`src/rtl/imem_loader.sv`:
```
// Byte-stream instruction memory loader: 16-bit LE word count header, then LE 32-bit words.
// Define LOADER_CHECKSUM_EN to require a trailing XOR checksum byte after the last word.
module imem_loader #(
    parameter int ADDR_WIDTH = 10,
    parameter int DEPTH      = 1024
) (
    input  logic                  clock,
    input  logic                  reset,
    input  logic                  start,
    input  logic                  in_valid,
    input  logic [7:0]            in_data,
    output logic                  in_ready,
    output logic [ADDR_WIDTH-1:0] address,
    output logic                  i_write,
    output logic [31:0]           i_data,
    output logic                  busy,
    output logic                  done,
    output logic                  error,
    output logic [ADDR_WIDTH:0]   words_loaded,
    output logic [2:0]            dbg_state_o
);

    localparam logic [2:0] S_IDLE  = 3'd0;
    localparam logic [2:0] S_HDR0  = 3'd1;
    localparam logic [2:0] S_HDR1  = 3'd2;
    localparam logic [2:0] S_DATA  = 3'd3;
    localparam logic [2:0] S_WRITE = 3'd4;
    localparam logic [2:0] S_DONE  = 3'd5;
    localparam logic [2:0] S_ERR   = 3'd6;
`ifdef LOADER_CHECKSUM_EN
    localparam logic [2:0] S_CSUM  = 3'd7;
`endif

    // Handshake: a byte transfers on a rising edge where in_valid && in_ready;
    // in_valid may rise and fall freely, in_ready depends only on state and reset.
    logic [2:0]            state_q, state_d;
    logic [15:0]           n_q, n_d;
    logic [1:0]            byte_cnt_q, byte_cnt_d;
    logic [ADDR_WIDTH:0]   word_idx_q, word_idx_d;
    logic [23:0]           asm_q, asm_d;
    logic [31:0]           wdata_q, wdata_d;
    logic [ADDR_WIDTH-1:0] addr_q, addr_d;
    logic [7:0]            csum_q, csum_d;

    logic        accept;
    logic [15:0] hdr_n;
    logic        last_word;

    assign accept    = in_valid && in_ready;
    assign hdr_n     = {in_data, n_q[7:0]};
    assign last_word = (32'(word_idx_q) + 32'd1) >= 32'(n_q);

    always_comb begin
        state_d    = state_q;
        n_d        = n_q;
        byte_cnt_d = byte_cnt_q;
        word_idx_d = word_idx_q;
        asm_d      = asm_q;
        wdata_d    = wdata_q;
        addr_d     = addr_q;
        csum_d     = csum_q;
        case (state_q)
            S_IDLE, S_DONE, S_ERR: begin
                if (start) begin
                    state_d    = S_HDR0;
                    byte_cnt_d = 2'd0;
                    word_idx_d = '0;
                    csum_d     = 8'd0;
                end
            end
            S_HDR0: begin
                if (accept) begin
                    n_d[7:0] = in_data;
                    state_d  = S_HDR1;
                end
            end
            S_HDR1: begin
                if (accept) begin
                    n_d[15:8] = in_data;
                    if (hdr_n != 16'd0 && {1'b0, hdr_n} <= 17'(DEPTH))
                        state_d = S_DATA;
                    else
                        state_d = S_ERR;
                end
            end
            S_DATA: begin
                if (accept) begin
                    csum_d     = csum_q ^ in_data;
                    byte_cnt_d = byte_cnt_q + 2'd1;
                    asm_d      = {in_data, asm_q[23:8]};
                    if (byte_cnt_q == 2'd3) begin
                        // Latch the full word and its address so both are stable during WRITE.
                        wdata_d = {in_data, asm_q};
                        addr_d  = word_idx_q[ADDR_WIDTH-1:0];
                        state_d = S_WRITE;
                    end
                end
            end
            S_WRITE: begin
                word_idx_d = word_idx_q + 1'b1;
`ifdef LOADER_CHECKSUM_EN
                state_d = last_word ? S_CSUM : S_DATA;
`else
                state_d = last_word ? S_DONE : S_DATA;
`endif
            end
`ifdef LOADER_CHECKSUM_EN
            S_CSUM: begin
                if (accept)
                    state_d = (in_data == csum_q) ? S_DONE : S_ERR;
            end
`endif
            default: state_d = S_IDLE;
        endcase
    end

    always_ff @(posedge clock) begin
        if (reset) begin
            state_q    <= S_IDLE;
            n_q        <= 16'd0;
            byte_cnt_q <= 2'd0;
            word_idx_q <= '0;
            asm_q      <= 24'd0;
            wdata_q    <= 32'd0;
            addr_q     <= '0;
            csum_q     <= 8'd0;
        end else begin
            state_q    <= state_d;
            n_q        <= n_d;
            byte_cnt_q <= byte_cnt_d;
            word_idx_q <= word_idx_d;
            asm_q      <= asm_d;
            wdata_q    <= wdata_d;
            addr_q     <= addr_d;
            csum_q     <= csum_d;
        end
    end

    // Strobes are gated by reset so a pending WRITE is squashed in the cycle reset rises.
`ifdef LOADER_CHECKSUM_EN
    assign in_ready = !reset && (state_q == S_HDR0 || state_q == S_HDR1 ||
                                 state_q == S_DATA || state_q == S_CSUM);
`else
    assign in_ready = !reset && (state_q == S_HDR0 || state_q == S_HDR1 ||
                                 state_q == S_DATA);
`endif
    assign i_write      = !reset && (state_q == S_WRITE);
    assign busy         = !reset && (state_q == S_HDR0 || state_q == S_HDR1 ||
                                     state_q == S_DATA || state_q == S_WRITE);
    assign done         = !reset && (state_q == S_DONE);
    assign error        = !reset && (state_q == S_ERR);
    assign address      = addr_q;
    assign i_data       = wdata_q;
    assign words_loaded = word_idx_q;
    assign dbg_state_o  = state_q;

endmodule

```
`config.mk`:
```
export PLATFORM = sky130hd
export DESIGN_NAME = imem_loader
export DESIGN_NICKNAME = d
export VERILOG_FILES = /design/src/rtl/imem_loader.sv
export SDC_FILE = /design/constraint.sdc
export NUM_CORES = 1
export LEC_CHECK = 0
export ABC_AREA = 0
export BUFFER_PORTS_ARGS = -buffer_cell sky130_fd_sc_hd__buf_2
export CORE_MARGIN = 3
export CORE_UTILIZATION = 35
export DETAILED_ROUTE_END_ITERATION = 10
export GPL_ROUTABILITY_DRIVEN = 0
export SLEW_MARGIN = 10
export SYNTH_ARGS = -nofsm -noshare
export SYNTH_HDL_FRONTEND = slang
export SYNTH_SLANG_ARGS = --single-unit
```
`constraint.sdc`:
```
create_clock -name clock -period 2.1 [get_ports clock]
set_input_delay 0.42 -clock clock [delete_from_list [all_inputs] [get_ports clock]]
set_output_delay 0.42 -clock clock [all_outputs]
set_load 0.1 [all_outputs]
```
== Word level (Yosys, flattened, before mapping) ==
Cells that the tools add are included.
Operators by class
  $add $sub $neg: 3
  $lt $le $gt $ge: 2
  equality and inequality tests: 12
  multiplexer cells: 13
  reductions and logical operators: 23
Operator list (count)
  11-bit case mux with 2 select lines: 1
  3-bit two-way mux: 7
  12-bit by 16-bit >= comparator with 1-bit output: 1
  16-bit by 11-bit <= comparator with 1-bit output, second input constant: 1
  16-bit nonzero test: 1
  3-bit case mux with 5 select lines: 1
  11-bit by 1-bit adder with 12-bit output, second input constant: 1
  11-bit by 1-bit adder with 11-bit output, second input constant: 1
  11-bit two-way mux: 1
  2-bit inequality test, second input constant: 5
  3-bit == test, second input constant: 3
  2-bit AND reduction: 4
  1-bit logical AND: 7
  3-bit by 2-bit == test with 1-bit output, second input constant: 2
  3-bit AND reduction: 2
  5-bit AND reduction: 1
  2-bit two-way mux: 2
  2-bit case mux with 2 select lines: 1
  2-bit nonzero test: 2
  3-bit by 1-bit == test with 1-bit output, second input constant: 1
  3-bit zero test: 1
  1-bit logical OR: 3
  3-bit OR reduction: 1
  2-bit by 1-bit adder with 2-bit output, second input constant: 1
  2 further kinds: 2
Storage, ports and cells
  flip-flop bits (word level): 98
  input port bits: 12
  output and inout port bits: 61

== Longest topological paths before layout ==
  word-level depth: 7
  depth in mapped cells: 11
  gate-level depth less buffers: 11

== Least setup slack after synthesis ==
No wires, ideal clock.
  path type: flip-flop to output port
  from: reg state_q[1], in the netlist dbg_state_o[1]
  to: out busy
  arrival: 4.302 ns
  required time: 1.680 ns
  setup slack: -2.622 ns
  stages on the path, launching flop included: 5
  path buffers: 1
  path through: dfxtp_1 > buf_4 > nor2_1 > nor3_1 > nand2b_1
Between the ends
  longest elaborated chain between the ends: 5
  elaborated cells between the ends (all ways): 8
Ends and longest elaborated chain
  start, declared: line 36  | logic [2:0] state_q, state_d;
  start signal, assigned: line 128  | state_q <= state_d;
  3-bit by 1-bit == test with 1-bit output or 3-bit by 2-bit == test with 1-bit output (tied branches): line 148  | assign busy = !reset && (state_q == S_HDR0 || state_q == S_HDR1 ||
  1-bit logical OR (2 in a row): line 148
  1-bit logical OR (*): line 149  | state_q == S_DATA || state_q == S_WRITE);
  1-bit logical AND (*): line 148
  end, declared: line 16  | output logic busy,
Every way passes the cells marked *; elsewhere a longest branch is shown, timed or not.

== Worst setup path after layout ==
  from: reg word_idx_q[4], in the netlist words_loaded[4]
  to: reg state_q[2], in the netlist dbg_state_o[2]
Between the ends
  longest elaborated chain between the ends: 4
Ends and longest elaborated chain
  start, declared: line 39  | logic [ADDR_WIDTH:0] word_idx_q, word_idx_d;
  start signal, assigned: line 131  | word_idx_q <= word_idx_d;
  11-bit by 1-bit adder with 12-bit output: line 51  | assign last_word = (32'(word_idx_q) + 32'd1) >= 32'(n_q);
  12-bit by 16-bit >= comparator with 1-bit output: line 51
  3-bit two-way mux: line 104  | state_d = last_word ? S_DONE : S_DATA;
  3-bit case mux with 5 select lines: line 62  | case (state_q)
Every way passes these cells.
A chain may end at the register's enable or synchronous reset.

==> out/results.ini <==
[synthesis]
largest_area_contributor_in_the_netlist = sky130_fd_sc_hd__dfxtp_1
netlist.area_leader.share = 0.4602
synth-main-ff-cell = sky130_fd_sc_hd__dfxtp_1
post_synthesis_sequential_area_ratio = 0.4602
yosys_warnings = 0
ys_types = 49
ys_seq_elements = 98
synth.avg_cell_area_sq_um = 7.793
synthTopCellsByArea = sky130_fd_sc_hd__dfxtp_1 46%, sky130_fd_sc_hd__nand2_1 14%, sky130_fd_sc_hd__a21oi_1 11%
post_synth_edffs = 0
syn_inst = 547
syn_area_sq_um = 4263
net_count_of_the_mapped_netlist = 573
asyncSetResetFlopFracSynth = 0

[power]
vdd.ir_drop.worst_mv = 0.3500
static-leakage-power_nw = 2.119
pwr_density_cell_nw_per_um2 = 745.7
finalPower_mw = 4.034

[global_routing]
first_pass_grt_wire_length_mm = 18.59
total_gr_overflow = 0
via_count_of_the_first_global_routing_pass = 3743
maximum_number_of_pins_on_one_net_before_global_route_repair = 73
grt_usage = 0.1731
antenna_found_initial = 0

[timing]
max_freq_ghz = 0.4686
layout_min_cycle_time_ns = 2.134
unrepaired_setup_endpoints_after_global_routing = yes
timing.final.ws_setup_ns = -0.03418
finalCritPeriodShare = 1.016
worst-slew-pin-transition_ns = 0.7447
finalSetupViolations = 2
final_count_of_hold_timing_violations = 0
slew_headroom = 0.5036
maxSlewViolCount = 0
fin_skew_ns = 0.007322

[place]
port_buffers = 72
detailedPlacementHpwl_mm = 8.172
dpl.cell_count = 755

[cells_and_area]
fillers = 1172
finalNetCount = 651
antenna_diode_instance_count = 0
area_of_combinational_cells_with_multiple_inputs_sq_um = 2195
syn2layout_area_growth_pct = 26.92
ratio_of_cells_with_drive_above_1_in_the_final_layout = 0.2508
fin_cells = 773
register_area_sq_um = 2004

[routing]
avgViaCountPerCell = 5.135
drt-pass1-iter-count = 4
wl_per_cell_um = 14.59
drc = 0
route.antenna.remaining_nets = 0
totalWireLength_mm = 11.28
vias = 3969
initialDrtViolationCount = 214

[hold_path]
holdCritPathClass = in2reg

[clocking]
cts_max_path_buffers = 2
inserted_clock_buffers = 9
cts.reportedPaths.clkPinSlew_ns = 0.07
clock_insertion_delay_worst_skew_ns = 0.35
cts_num_sinks = 98
tritoncts = built
cts_max_level = 3
clock_tree.root_cell = sky130_fd_sc_hd__clkbuf_16
holdBufCountCts = 0

[run_status]
run_status = complete, but fails checks
failed_checks = setup timing

[floorplan]
core_area_sq_um = 11660
vertical_die_dimension_um = 116.4
number_of_standard_cell_rows_in_the_floorplan = 39
die_w_um = 116.4
boundary_pins = 73
die_area_sq_um = 13540
initial_utilization = 0.3655

[setup_path]
setup.worst_path.start_class = flop
worstSetupEndpointType = flop
worstPathMaxFanout = 6
cp.arrival_ns = 2.41
critPathRequiredTime_ns = 2.37
timing.setup.critical_path_class = reg2reg

[job]
max_cap_viol_count = 0

-- power breakdown --
part           internal [mW]  switching, mW
Sequential              1.87         0.0379
Clock                   1.03          0.695
Combinational          0.136          0.275
Total                   3.03           1.01
-- layer usage --
metal  vias up  part of all wire  global-route usage  wire length [um]
li1       2010                 -                   -                 -
met1      1840              0.48              0.2458              5432
met2       105              0.44              0.2548              4985
met3        14             0.058             0.03834               650
met4         0             0.019             0.06883               209
met5         -                 0                   0                 0
-- metrics by stage --
step	utilization	TNS (ns)	setup WS [ns]	hold WS (ns)	area, sq um
after global routing	0.4639	-0.4187	-0.2152	0.3751	5410
after floorplan	-	-1.028	-0.3697	0.4322	4384
final	0.4639	-0.06202	-0.03418	0.3642	5410
after detailed placement	0.4304	-0.06565	-0.04734	0.4439	5020
after CTS	0.4601	-0.006586	-0.006586	0.3601	5366
after global placement	0.4304	0	0.001139	0.4379	5020
-- cell families after synthesis --
family,Yosys count,synth area share
simple gates,241,0.2439
compound gates,130,0.1729
mux,2,0.005283
flops,98,0.4602
buf+inv,51,0.05401
xor+xnor,11,0.02260
fa+ha+maj,14,0.04109
-- final timing paths --
| path | end | slack [ns] | depth (start not counted) | from |
|---|---|---|---|---|
| worst max-delay path | dbg_state_o[2] | -0.03 | 10 | words_loaded[4] |
| worst min-delay path | asm_q[23] | 0.36 | 3 | in_data[7] |
| worst max register to register | dbg_state_o[2] | -0.03 | 10 | words_loaded[4] |
| worst min register to register | address[5] | 0.45 | 2 | address[5] |
-- critical path: stages, from the launching register on --
cell	delay, ns
sky130_fd_sc_hd__dfxtp_4	0.37
sky130_fd_sc_hd__nand4_1	0.21
sky130_fd_sc_hd__nor3_4	0.21
sky130_fd_sc_hd__nand3_2	0.12
sky130_fd_sc_hd__xnor2_2	0.16
sky130_fd_sc_hd__ha_1	0.29
sky130_fd_sc_hd__nand2_2	0.05
sky130_fd_sc_hd__nor2_1	0.09
sky130_fd_sc_hd__nand2_1	0.08
sky130_fd_sc_hd__or3_1	0.33
sky130_fd_sc_hd__a31oi_1	0.16
-- layout make-up --
class	count	area share
multi-input combinational	398	0.4056
sequential	98	0.3705
timing repair buffer	101	0.1207
clock buffer	12	0.04949
tap	143	0.03307
inverter	17	0.01203
clock inverter	4	0.008557
-- flip-flops by register name (all words and copies together), names as in the netlist --
register,cells
n_q,16
asm_q,24
i_data,32
dbg_state_o,3
address,10
words_loaded,11
byte_cnt_q,2
-- cell usage in the layout (no fill, tap or decap), drive strengths merged, types with 2 or more instances in the layout --
master | netlist | final
o31ai | 3 | 3
clkbuf | 17 | 12
mux2 | 2 | 2
inv | 15 | 16
nor3 | 7 | 7
and2 | 2 | 2
o21ai | 12 | 12
xnor2 | 6 | 6
clkinv | 2 | 4
nand4 | 2 | 2
ha | 14 | 14
a22o | 5 | 5
a211oi | 5 | 5
buf | 17 | 101
nand2b | 4 | 4
nor4 | 3 | 3
and3 | 2 | 2
a31oi | 2 | 2
a21oi | 92 | 92
nor2b | 4 | 4
nand3 | 28 | 28
nor2 | 17 | 17
nand2 | 166 | 166
dfxtp | 98 | 98
xor2 | 5 | 5
-- synthesized netlist by cell type (3+ instances only) --
cell type,instances
sky130_fd_sc_hd__o31ai_1,3
sky130_fd_sc_hd__clkbuf_1,17
sky130_fd_sc_hd__nor3_1,5
sky130_fd_sc_hd__nor4_1,3
sky130_fd_sc_hd__nor2b_1,4
sky130_fd_sc_hd__ha_1,14
sky130_fd_sc_hd__xnor2_1,6
sky130_fd_sc_hd__xor2_1,5
sky130_fd_sc_hd__dfxtp_1,98
sky130_fd_sc_hd__nand2_1,164
sky130_fd_sc_hd__nor2_1,17
sky130_fd_sc_hd__buf_4,8
sky130_fd_sc_hd__a21oi_1,92
sky130_fd_sc_hd__a211oi_1,4
sky130_fd_sc_hd__inv_1,15
sky130_fd_sc_hd__a22o_1,5
sky130_fd_sc_hd__nand2b_1,4
sky130_fd_sc_hd__buf_2,7
sky130_fd_sc_hd__nand3_1,28
sky130_fd_sc_hd__o21ai_0,11
-- what timing repair did --
item                                    in CTS  in global routing
setup buffers                                2                  0
resized for setup                            3                 10
pin swaps                                    4                  1
endpoints found under the setup margin       2                  2
No activity file was read; power rests on OpenSTA's default activity.
